## src/rtl/mux_nway_reg.sv

```systemverilog
// Registered N-way word multiplexer with valid/ready handshakes.
// MODE 0 picks the channel named by Sel; MODE 1 arbitrates round-robin
// among valid channels. The output is a single-entry register, so the
// block adds exactly one pipeline stage and sustains one word per cycle.
module mux_nway_reg #(
    parameter int WIDTH  = 32,
    parameter int NUM_IN = 4,
    parameter int MODE   = 0,
    parameter int SEL_W  = $clog2(NUM_IN)
) (
    input  logic                    Clk,
    input  logic                    Reset,
    input  logic [NUM_IN*WIDTH-1:0] InData,
    input  logic [NUM_IN-1:0]       InValid,
    output logic [NUM_IN-1:0]       InReady,
    input  logic [SEL_W-1:0]        Sel,
    output logic [WIDTH-1:0]        OutData,
    output logic [SEL_W-1:0]        OutChan,
    output logic                    OutValid,
    input  logic                    OutReady
);

    logic [WIDTH-1:0]  out_data_q,  out_data_d;
    logic [SEL_W-1:0]  out_chan_q,  out_chan_d;
    logic              out_valid_q, out_valid_d;
    logic [SEL_W-1:0]  last_q,      last_d;

    logic [NUM_IN-1:0] grant_oh;
    logic [SEL_W-1:0]  grant_idx;
    logic              grant_vld;
    logic              can_load;

    // The register can take a new word when it is empty or drains this cycle.
    assign can_load  = ~out_valid_q | OutReady;
    assign grant_vld = |grant_oh;

    // Grant: one-hot choice of the channel that may load this cycle.
    always_comb begin
        // NOTE: every signal written here gets a default first, so no path
        // through the block leaves it unassigned and no latch is inferred.
        grant_oh  = '0;
        grant_idx = '0;
        if (MODE == 0) begin
            // An out-of-range Sel matches no channel, so nothing is granted.
            for (int i = 0; i < NUM_IN; i++) begin
                if (Sel == SEL_W'(i) && InValid[i]) begin
                    grant_oh[i] = 1'b1;
                    grant_idx   = SEL_W'(i);
                end
            end
        end else begin
            // Scan last+1 .. NUM_IN-1 first, then wrap to 0 .. last.
            for (int i = 0; i < NUM_IN; i++) begin
                if (!(|grant_oh) && InValid[i] && SEL_W'(i) > last_q) begin
                    grant_oh[i] = 1'b1;
                    grant_idx   = SEL_W'(i);
                end
            end
            for (int i = 0; i < NUM_IN; i++) begin
                if (!(|grant_oh) && InValid[i] && SEL_W'(i) <= last_q) begin
                    grant_oh[i] = 1'b1;
                    grant_idx   = SEL_W'(i);
                end
            end
        end
    end

    // Handshake back to the channels; nobody is accepted while in reset.
    always_comb begin
        InReady = '0;
        if (Reset) begin
            InReady = grant_oh & {NUM_IN{can_load}};
        end
    end

    // Next state of the output register and the round-robin pointer.
    always_comb begin
        out_data_d  = out_data_q;
        out_chan_d  = out_chan_q;
        out_valid_d = out_valid_q;
        last_d      = last_q;
        if (grant_vld && can_load) begin
            // A load in the same edge as a drain simply replaces the word.
            out_data_d = '0;
            for (int i = 0; i < NUM_IN; i++) begin
                if (grant_oh[i]) begin
                    out_data_d = InData[i*WIDTH +: WIDTH];
                end
            end
            out_chan_d  = grant_idx;
            out_valid_d = 1'b1;
            if (MODE == 1) begin
                last_d = grant_idx;
            end
        end else if (OutReady) begin
            out_valid_d = 1'b0;
        end
    end

    // State registers with synchronous active-low reset.
    always_ff @(posedge Clk) begin
        // NOTE: sequential state uses non-blocking assignments so every flop
        // samples its pre-edge inputs regardless of statement order.
        if (!Reset) begin
            out_data_q  <= '0;
            out_chan_q  <= '0;
            out_valid_q <= 1'b0;
            last_q      <= SEL_W'(NUM_IN - 1);
        end else begin
            out_data_q  <= out_data_d;
            out_chan_q  <= out_chan_d;
            out_valid_q <= out_valid_d;
            last_q      <= last_d;
        end
    end

    assign OutData  = out_data_q;
    assign OutChan  = out_chan_q;
    assign OutValid = out_valid_q;

endmodule

```

## config.mk

```make
export PLATFORM = sky130hd
export DESIGN_NAME = mux_nway_reg
export DESIGN_NICKNAME = d
export VERILOG_FILES = /design/src/rtl/mux_nway_reg.sv
export SDC_FILE = /design/constraint.sdc
export NUM_CORES = 1
export LEC_CHECK = 0
export BUFFER_PORTS_ARGS = -buffer_cell sky130_fd_sc_hd__buf_4
export CAP_MARGIN = 20
export CORE_MARGIN = 5
export CORE_UTILIZATION = 46
export DETAILED_ROUTE_END_ITERATION = 6
export GPL_TIMING_DRIVEN = 0
export PLACE_DENSITY = 0.86
export SETUP_SLACK_MARGIN = 0.02
export SYNTH_ARGS = -nofsm -noshare
export SYNTH_HDL_FRONTEND = slang
export SYNTH_SLANG_ARGS = --single-unit
```

## constraint.sdc

```tcl
create_clock -name Clk -period 3.36 [get_ports Clk]
set_clock_uncertainty 0.1 [all_clocks]
set_input_delay 0.672 -clock Clk [delete_from_list [all_inputs] [get_ports Clk]]
set_output_delay 0.672 -clock Clk [all_outputs]
set_load 0.01 [all_outputs]
```

# Yosys cells after proc, flatten, opt, wreduce, memory -nomap -nowiden
# Cells that the tools add are included.
[op_classes] n_eq_ne=3 mux=14 bitwise_logic=3 n_reduce_logical=8
[ops] op="2-to-1 mux 32 bit" count=4
[ops] op="2-to-1 mux 1 bit" count=7
[ops] op="logical AND 1 bit" count=5
[ops] op="bitwise AND 4 bit" count=1
[ops] op="== test 2 bit, second input constant" count=2
[ops] op="2-to-1 mux 2 bit" count=2
[ops] op="2-to-1 mux 4 bit" count=1
[ops] op="OR reduction 4 bit" count=1
[ops] op="== test 2 x 1 -> 1 bit, second input constant" count=1
[ops] op="logical NOT 2 bit" count=1
[ops] op="nonzero test 2 bit" count=1
[ops] op="inverter 1 bit" count=1
[ops] op="bitwise OR 1 bit" count=1
[word_totals] reg_bits=35 in_bits=137 out_inout_bits=39 elab_cells=31

# Depth between registers and ports, before layout
# Gate-level depths: netlist (run 1).
[depth] word_depth=7 ltp_mapped=6 depth_no_buf=3

# Worst setup path before layout (run 1)
# No wires, ideal clock.
[synth_path] kind="input-to-output" from="input port Sel[1]" to="output port InReady[2]" t_arrival_ns=1.646 setup_slack_ns=0.942 cell_stages=5 n_path_buf=3 path_cell_list="buf_2 -> buf_2 -> clkbuf_1 -> nand3_1 -> nor3b_1"
[synth_via] elab_chain_cells=5
[synth_lines] element="from (decl)" line="16" source="input logic [SEL_W-1:0] Sel,"
[synth_lines] element="== test 2 bit" line="46" source="if (Sel == SEL_W'(i) && InValid[i]) begin"
[synth_lines] element="logical AND 1 bit" line="46"
[synth_lines] element="2-to-1 mux 1 bit" line="46"
[synth_lines] element="bitwise AND 4 bit" line="72" source="InReady = grant_oh & {NUM_IN{can_load}};"
[synth_lines] element="2-to-1 mux 4 bit" line="71" source="if (Reset) begin"
[synth_lines] element="to (decl)" line="15" source="output logic [NUM_IN-1:0] InReady,"
# Every way passes these cells.

# Worst setup path after layout (run 1)
[layout_path] from="input port Sel[1]" to="output port InReady[0]"
[layout_via] elab_chain_cells=5
[layout_lines] element="logical NOT 2 bit" line="46"
[layout_lines] element="logical AND 1 bit" line="46"
[layout_lines] element="2-to-1 mux 1 bit" line="46"
[layout_lines] element="bitwise AND 4 bit" line="72"
[layout_lines] element="2-to-1 mux 4 bit" line="71"
# Every way passes these cells.

==> metrics.txt, run 1 <==
Max-cap violations 0; Setup Buffers After CTS 0; most common cell after layout, fill and taps aside buf_4; first-pass GRT wire length 17100 um; initial antenna violation count 0; largest net degree at the start of global routing 11; Yosys warning total 0; CTS sink count 35; # nets final 614; # rows 28; Power Density 287 nW/um2; number of global-route vias before repair 3462; final setup vio count 0; Routed WL per cell slightly above 20 um; Root Buffer clkbuf_8; post-synth top area share 25.7%; total congestion overflow 0; Top Ports 176; Netlist Area Pre-Place between 2000 and 3000 um2; Pint ~0.84 mW; Arrival @ worst endpoint 2230 ps; gp weighted congestion 0.891; Seq/Total Area, Yosys 25.7%; Synth Area in XOR/XNOR 0%; syn_area_per_cell 9.24 um2; Reg2Reg Depth 5; TritonCTS Buffers 5; htree depth 2; RSZ-0062 raised after global routing false; Design Area, Final ~4200 um2; hold path cells 1; fraction of layout cells with a size suffix above 1 41.4%; Post-Synthesis Cells 295; Tcrit/Tclk final 89.2%; RR Startpoint OutValid; most frequent cells in the layout 175 x buf_4, 35 x dfxtp_1, 34 x nor3b_1; Comb power frac 36.3%; critical path endpoint category output port; Synth area leaders dfxtp_1 26%, a221o_1 12%, a32o_1 12%; CTS tree yes; Starting Density 46.6%; Placed Area 4130 um2; synth unique cells 25; FILL cells 479; R2R setup slack 1910 ps; maximum vdd ir drop roughly 190 uV; Core Area 5850 um2; critical path peak fanout 10; Max Transition Viols Final 0; Seq cells post-synth 35; mux cell area share after synthesis 1.61%; clock latency on the worst-skew pair 290 ps; Synth Area in Simple Gates around a third; worst slew pin tran 723 ps; CTS max path bufs 2; total leakage power 2.00 nW; Area growth syn-to-layout 54.6%; Worst Setup Start Kind input pin; Remaining DRCs 0; drt total wl 11200 um; via count 3418; I/O Buffers 175; min Tclk post-route 3000 ps; Hold/Removal Path Class reg2reg; largest family of logic cells by synthesized area simple AND/OR/NAND/NOR gates; Tot GR Track Use 28.6%; sequential power share between 30% and 40%; Crit Path Category in2out; relative max-transition margin 51.7%; Die Wd 87.0 um; DRT Pass-1 Iters 4; Hold Crit Start OutData[30]; Crit path required time 2590 ps; Psw between 0.3 and 0.4 mW; Switching Fraction 30.6%; Hold Path End OutData[30]; die area between 7000 and 8000 um2; post-route setup TNS 0 ps; vias per cell 6.18; Die H 87.0 um; syn nets 432; Clk pwr share 25.4%; diode count 0; Peak Freq ~0.33 GHz; run status complete, no violations; Reg-to-Reg End OutData[31]; Post-CTS Hold Fix Bufs 0; Compound-Gate Fraction of Synth Area between 30% and 40%; initial drt markers 197; Antenna Nets Post-Route 0; post-cts sizing count 0; Synth Area in Adders 0%; post-DP HPWL between 8000 and 9000 um; Worst-path clk slew 70 ps; area leader, netlist dfxtp_1; final hold vios 0
-- synthesized netlist by cell type --
cell type	count
dfxtp_1	35
a21oi_1	1
mux2_2	1
nand3_1	3
and3b_1	32
nand2_1	2
buf_2	10
mux2i_1	1
and4b_1	32
a221o_1	32
and3_1	2
nor2b_1	1
a21boi_2	1
o21ai_0	32
mux4_2	1
o31ai_1	1
nand3b_1	1
buf_6	4
a21boi_0	2
clkbuf_1	30
a32o_1	32
nor2_1	2
nor3b_1	34
nand2b_1	1
o21a_1	2
-- layer usage --
| metal | GRT usage, % | part of all wire, % |
|---|---|---|
| met3 | 9.93 | 12 |
| met5 | 0 | 0 |
| met4 | 8.36 | 1.3 |
| met1 | 33.4 | 37 |
| met2 | 49.0 | 50 |
-- flip-flops by register name, indices dropped and copies added (netlist names) --
register  flops
OutData      32
OutChan       2
OutValid      1
-- metrics by stage --
step	utilization, %	total power [mW]	std cells	hold WS, ps	worst slack (ps)
2_1_floorplan	-	0.673	295	399	942
3_3_place_gp	70.6	0.897	545	348	441
3_5_place_dp	70.6	0.908	545	356	426
4_1_cts	72.0	1.20	553	372	423
5_1_grt	72.0	1.27	553	397	275
6_report	72.0	1.21	553	369	362
-- cell type report --
class | instances | area, um2 | share of cell area [%]
multi-input combinational | 216 | 1820 | 43.1
buffer | 44 | 208 | 4.93
timing repair buffer | 175 | 1310 | 31.2
clock buffer | 7 | 76.3 | 1.81
clock inverter | 1 | 5.00 | 0.119
tap | 75 | 93.8 | 2.23
sequential | 35 | 701 | 16.6
-- critical path, stage by stage --
cell	delay, ps
buf_4	130
nor3b_1	610
clkbuf_1	450
and3_1	230
buf_4	120
-- logic make-up (layout without fill, tap and decap cells) --
family / Yosys count / in the layout
simple gates: 110 / 110
flops: 35 / 35
mux: 3 / 3
compound gates: 103 / 103
buf+inv: 44 / 227
-- power by group through the flow --
stage | sequential, mW | clock (mW) | combinational, mW
detailed placement | 0.472 | 0 | 0.436
global placement | 0.470 | 0 | 0.427
floorplan | 0.484 | 0 | 0.189
CTS | 0.462 | 0.304 | 0.437
finish | 0.463 | 0.307 | 0.440
global route | 0.466 | 0.331 | 0.471
-- worst max path at each step --
stage | from | endpoint | slack [ps]
global placement | Sel[1] | InReady[0] | 440
detailed placement | Sel[1] | InReady[0] | 430
finish | Sel[1] | InReady[0] | 360
global route | Sel[1] | InReady[2] | 280
CTS | Sel[1] | InReady[0] | 420
floorplan | Sel[1] | InReady[2] | 940
No activity file was read; power rests on OpenSTA's default activity.
==> run 2: changes to the inputs <==
--- a/config.mk
+++ b/config.mk
@@ -11,7 +11,7 @@
 export CORE_UTILIZATION = 46
 export DETAILED_ROUTE_END_ITERATION = 6
 export GPL_TIMING_DRIVEN = 0
-export PLACE_DENSITY = 0.86
+export PLACE_DENSITY_LB_ADDON = 0.12
 export SETUP_SLACK_MARGIN = 0.02
 export SYNTH_ARGS = -nofsm -noshare
 export SYNTH_HDL_FRONTEND = slang
==> metrics.txt, run 2 (synthesized netlist as in run 1, its figures left out) <==
Tcrit/Tclk final 86.6% (-2.7 points); total congestion overflow 0 (unchanged); DP Cell Count 545 (unchanged); drt total wl 10600 um (-5.0%); initial antenna violation count 0 (unchanged); CP max stage delay 560 ps (-50 ps); Worst Setup EP InReady[0]; RSZ-0062 raised after global routing false; Worst Setup Start Kind input pin; critical path endpoint category output port; Worst Path Buf+Inv 3 (unchanged); Setup Buffers After CTS 0 (unchanged); Tot GR Track Use 27.5% (-1.1 points); CTS max path bufs 2 (unchanged); min Tclk post-route 2910 ps (-90.0 ps); CTS sink count 35 (unchanged); post-DP HPWL 8280 um (-4.4%); Crit Path Category in2out; Die Wd 87.0 um (unchanged); cell repeated most along the worst path buf_4; htree depth 2 (unchanged); RR Startpoint OutValid; Remaining DRCs 0 (unchanged); Hold Slack 369 ps (-0.245 ps); Hold/Removal Path Class reg2reg; Design Power 1.24 mW (+2.6%); R2R setup slack 1900 ps (about the same); Reg-to-Reg End OutData[17]; worst slew pin tran 656 ps (-66.2 ps); critical path peak fanout 10 (unchanged); Worst path top cell family by delay simple AND/OR/NAND/NOR gates; max FFs per register 32 (unchanged); Stages on worst setup path 5 (unchanged); Reg2Reg Depth 5 (unchanged); DRT Pass-1 Iters 5 (+1); total leakage power 2.01 nW (+0.46%); I/O Buffers 175 (unchanged); post-cts sizing count 0 (unchanged); Starting Density 46.6% (unchanged); fraction of layout cells with a size suffix above 1 41.6% (+0.21 points); via count 3330 (-2.6%); diode count 0 (unchanged); largest net degree at the start of global routing 11 (unchanged); Peak Freq 0.344 GHz (+3.1%); Arrival @ worst endpoint 2140 ps (-90 ps); fin cells 553 (unchanged); Worst Setup SP Sel[1]; first-pass GRT wire length 16600 um (-3.3%); final hold vios 0 (unchanged); vias per cell 6.02 (-2.6%); relative max-transition margin 56.2% (+4.4 points); die area 7560 um2 (unchanged); Power Density 293 nW/um2 (+2.1%); CTS tree yes; run status complete, no violations; # nets final 614 (unchanged); Die H 87.0 um (unchanged); most common cell after layout, fill and taps aside buf_4; final setup margin 452 ps (+90.0 ps); clock latency on the worst-skew pair 280 ps (about the same); Area growth syn-to-layout 55.3%; post-route setup TNS 0 ps (unchanged); Crit path required time 2590 ps (about the same); Worst-path clk slew 70 ps (about the same); Max-cap violations 0 (unchanged); crit-path cells buf_4 -> nor3b_1 -> clkbuf_1 -> and3_1 -> buf_4; Core Area 5850 um2 (unchanged); maximum vdd ir drop 174 uV (-8.0%); Routed WL per cell 19.2 um (-5.0%); # rows 28 (unchanged); TritonCTS Buffers 5 (unchanged); most frequent cells in the layout 175 x buf_4, 35 x dfxtp_1, 34 x nor3b_1; Antenna Nets Post-Route 0 (unchanged); Post-CTS Hold Fix Bufs 0 (unchanged); Slowest cell on crit path nor3b_1; Root Buffer clkbuf_8; Place WS 444 ps (+18.4 ps); initial drt markers 183 (-7.1%); Top Ports 176 (unchanged); final setup vio count 0 (unchanged); Max Transition Viols Final 0 (unchanged); number of global-route vias before repair 3430 (-0.92%); FILL cells 502 (+4.8%); gp weighted congestion 0.842 (-5.5%)
## run 2: changes by cell type in the layout (fill, tap and decap cells not counted), sizes merged
| cell | before | now |
|---|---|---|
| clkinv | 1 | 0 |
| clkbuf | 37 | 38 |
## run 2: per-layer routing
layer	GRT usage (%)	wire length, um
met5	0	0
met1	33.7	4170
met2	48.1	5260
met4	8.36	172
met3	5.39	1010
## run 2: final cells by class
type | instances | area (um2) | area share (%)
Tap cell | 75 | 93.8 | 2.22
Sequential cell | 35 | 701 | 16.6
Timing Repair Buffer | 175 | 1310 | 31.0
Multi-Input combinational cell | 216 | 1820 | 42.9
Buffer | 44 | 208 | 4.91
Clock buffer | 8 | 100 | 2.36
## run 2: power breakdown
part / internal (mW) / leakage [nW] / switching, mW
clock network: 0.187 / 0.0515 / 0.155
registers: 0.446 / 0.286 / 0.0171
logic: 0.247 / 1.67 / 0.188
## run 2: per-stage QoR
stage / area [um2] / util, %
after floorplan: 2730 / -
after global placement: 4130 / 70.6
after detailed placement: 4130 / 70.6
after CTS: 4230 / 72.3
after global routing: 4230 / 72.3
final: 4230 / 72.3
## run 2: worst min-delay path by stage
stage	start	end	slack, ps	cells after the start
floorplan	OutChan[1]	OutChan[1]	400	2
global placement	OutData[29]	OutData[29]	350	1
detailed placement	OutData[31]	OutData[31]	350	1
CTS	OutData[31]	OutData[31]	370	1
global route	OutData[21]	OutData[21]	390	1
finish	OutData[31]	OutData[31]	370	1
==> run 3: changes to the inputs <==
--- a/config.mk
+++ b/config.mk
@@ -10,7 +10,6 @@
 export CORE_MARGIN = 5
 export CORE_UTILIZATION = 46
 export DETAILED_ROUTE_END_ITERATION = 6
-export GPL_TIMING_DRIVEN = 0
 export PLACE_DENSITY_LB_ADDON = 0.12
 export SETUP_SLACK_MARGIN = 0.02
 export SYNTH_ARGS = -nofsm -noshare
==> metrics.txt, run 3 (synthesized netlist as in run 1, its figures left out) <==
run status complete, no violations; Remaining DRCs 0 (unchanged); total leakage power 1.97 nW (-2.2%); final setup vio count 0 (unchanged); Tcrit/Tclk final 68.6% (-18 points); Die H 87.0 um (unchanged); CTS max path bufs 2 (unchanged); max FFs per register 32 (unchanged); Worst Setup Start Kind input pin; largest net degree at the start of global routing 91 (+80); total congestion overflow 0 (unchanged); Place WS 799 ps (+355 ps); # nets final 576 (-6.2%); Root Buffer clkbuf_8; Design Area, Final 4140 um2 (-2.3%); Crit Path Category in2out; Antenna Nets Post-Route 0 (unchanged); DRT Pass-1 Iters 5 (unchanged); number of global-route vias before repair 3058 (-11%); Util after Layout 70.7% (-1.7 points); post-cts sizing count 0 (unchanged); initial antenna violation count 0 (unchanged); clock latency on the worst-skew pair 280 ps (about the same); Placed Area 4000 um2 (-3.1%); Hold/Removal Path Class reg2reg; diode count 0 (unchanged); drt total wl 9760 um (-8.1%); Arrival @ worst endpoint 1530 ps (-610 ps); final hold vios 0 (unchanged); vias per cell 6.09 (+1.2%); post-DP HPWL 6850 um (-17%); Peak Freq 0.434 GHz (+26%); Die Wd 87.0 um (unchanged); post-route setup TNS 0 ps (unchanged); die area 7560 um2 (unchanged); Starting Density 46.6% (unchanged); Max Transition Viols Final 0 (unchanged); Tot GR Track Use 24.7% (-2.7 points); # rows 28 (unchanged); I/O Buffers 175 (unchanged); final setup margin 1050 ps (+603 ps); Routed WL per cell 18.9 um (-1.3%); Area growth syn-to-layout 51.7%; gp weighted congestion 0.761 (-9.6%); worst slew pin tran 733 ps (+76.9 ps); Power Density 322 nW/um2 (+9.9%); Crit path required time 2590 ps (about the same); via count 3137 (-5.8%); htree depth 2 (unchanged); Max-cap violations 0 (unchanged); maximum vdd ir drop 164 uV (-5.9%); Top Ports 176 (unchanged); Design Power 1.33 mW (+7.4%); CTS sink count 35 (unchanged); first-pass GRT wire length 14900 um (-9.8%); critical path endpoint category output port; min Tclk post-route 2310 ps (-603 ps); CTS tree yes; Post-CTS Hold Fix Bufs 0 (unchanged); fraction of layout cells with a size suffix above 1 43.6% (+2.0 points); critical path peak fanout 7 (-3); TritonCTS Buffers 5 (unchanged); most common cell after layout, fill and taps aside buf_4; Worst-path clk slew 70 ps (about the same); relative max-transition margin 51.1% (-5.0 points); Core Area 5850 um2 (unchanged); RSZ-0062 raised after global routing false; most frequent cells in the layout 180 x buf_4, 35 x dfxtp_1, 33 x nor3b_1; initial drt markers 161 (-12%); Setup Buffers After CTS 0 (unchanged)
## run 3: cell count changes in the layout (fill, tap and decap cells not counted)
cell,previous run,this run
buf_4,175,180
clkbuf_8,7,5
buf_2,10,0
a21boi_2,1,0
buf_6,4,0
clkbuf_1,31,1
nor3b_2,0,1
buf_16,0,1
nor3b_1,34,33
a21boi_4,0,1
bufinv_16,0,2
## run 3: path summary, 6_finish.rpt
path,from,endpoint,slack [ps],cells after the start
setup / recovery,OutReady,InReady[2],1050,5
hold / removal,OutData[22],OutData[22],370,1
setup reg to reg,OutValid,OutData[24],1660,4
hold reg to reg,OutData[22],OutData[22],370,1
## run 3: critical path, stage by stage
cell	delay (ps)
buf_4	80
nand2b_1	270
nand3_1	140
nor3b_1	210
buf_4	150
## run 3: power breakdown
group | leakage (nW) | internal, mW | total (mW) | switching, mW
logic | 1.62 | 0.238 | 0.413 | 0.175
clock network | 0.0654 | 0.297 | 0.457 | 0.160
registers | 0.286 | 0.446 | 0.462 | 0.0167
total | 1.97 | 0.980 | 1.33 | 0.352
## run 3: layout make-up
| type | count | area [um2] |
|---|---|---|
| multi-input cells | 216 | 1830 |
| well taps | 75 | 93.8 |
| fillers | 477 | 1720 |
| clock buffers | 6 | 72.6 |
| repair buffers | 181 | 1380 |
| clock inverters | 2 | 60.1 |
| flip-flops and latches | 35 | 701 |
## run 3: through the flow
stage / hold WS [ps] / cells
after floorplan: 399 / 295
after global placement: 349 / 506
after detailed placement: 357 / 507
after CTS: 374 / 515
after global routing: 391 / 515
final: 369 / 515
## run 3: metal layers
metal  share of wire [%]  vias to the layer above  track usage [%]
met5                   0                        -                0
li1                    -                     1507                -
met4                 1.9                        0             7.22
met2                  50                      135             43.6
met3                 9.4                       17             6.72
met1                  39                     1478             29.1
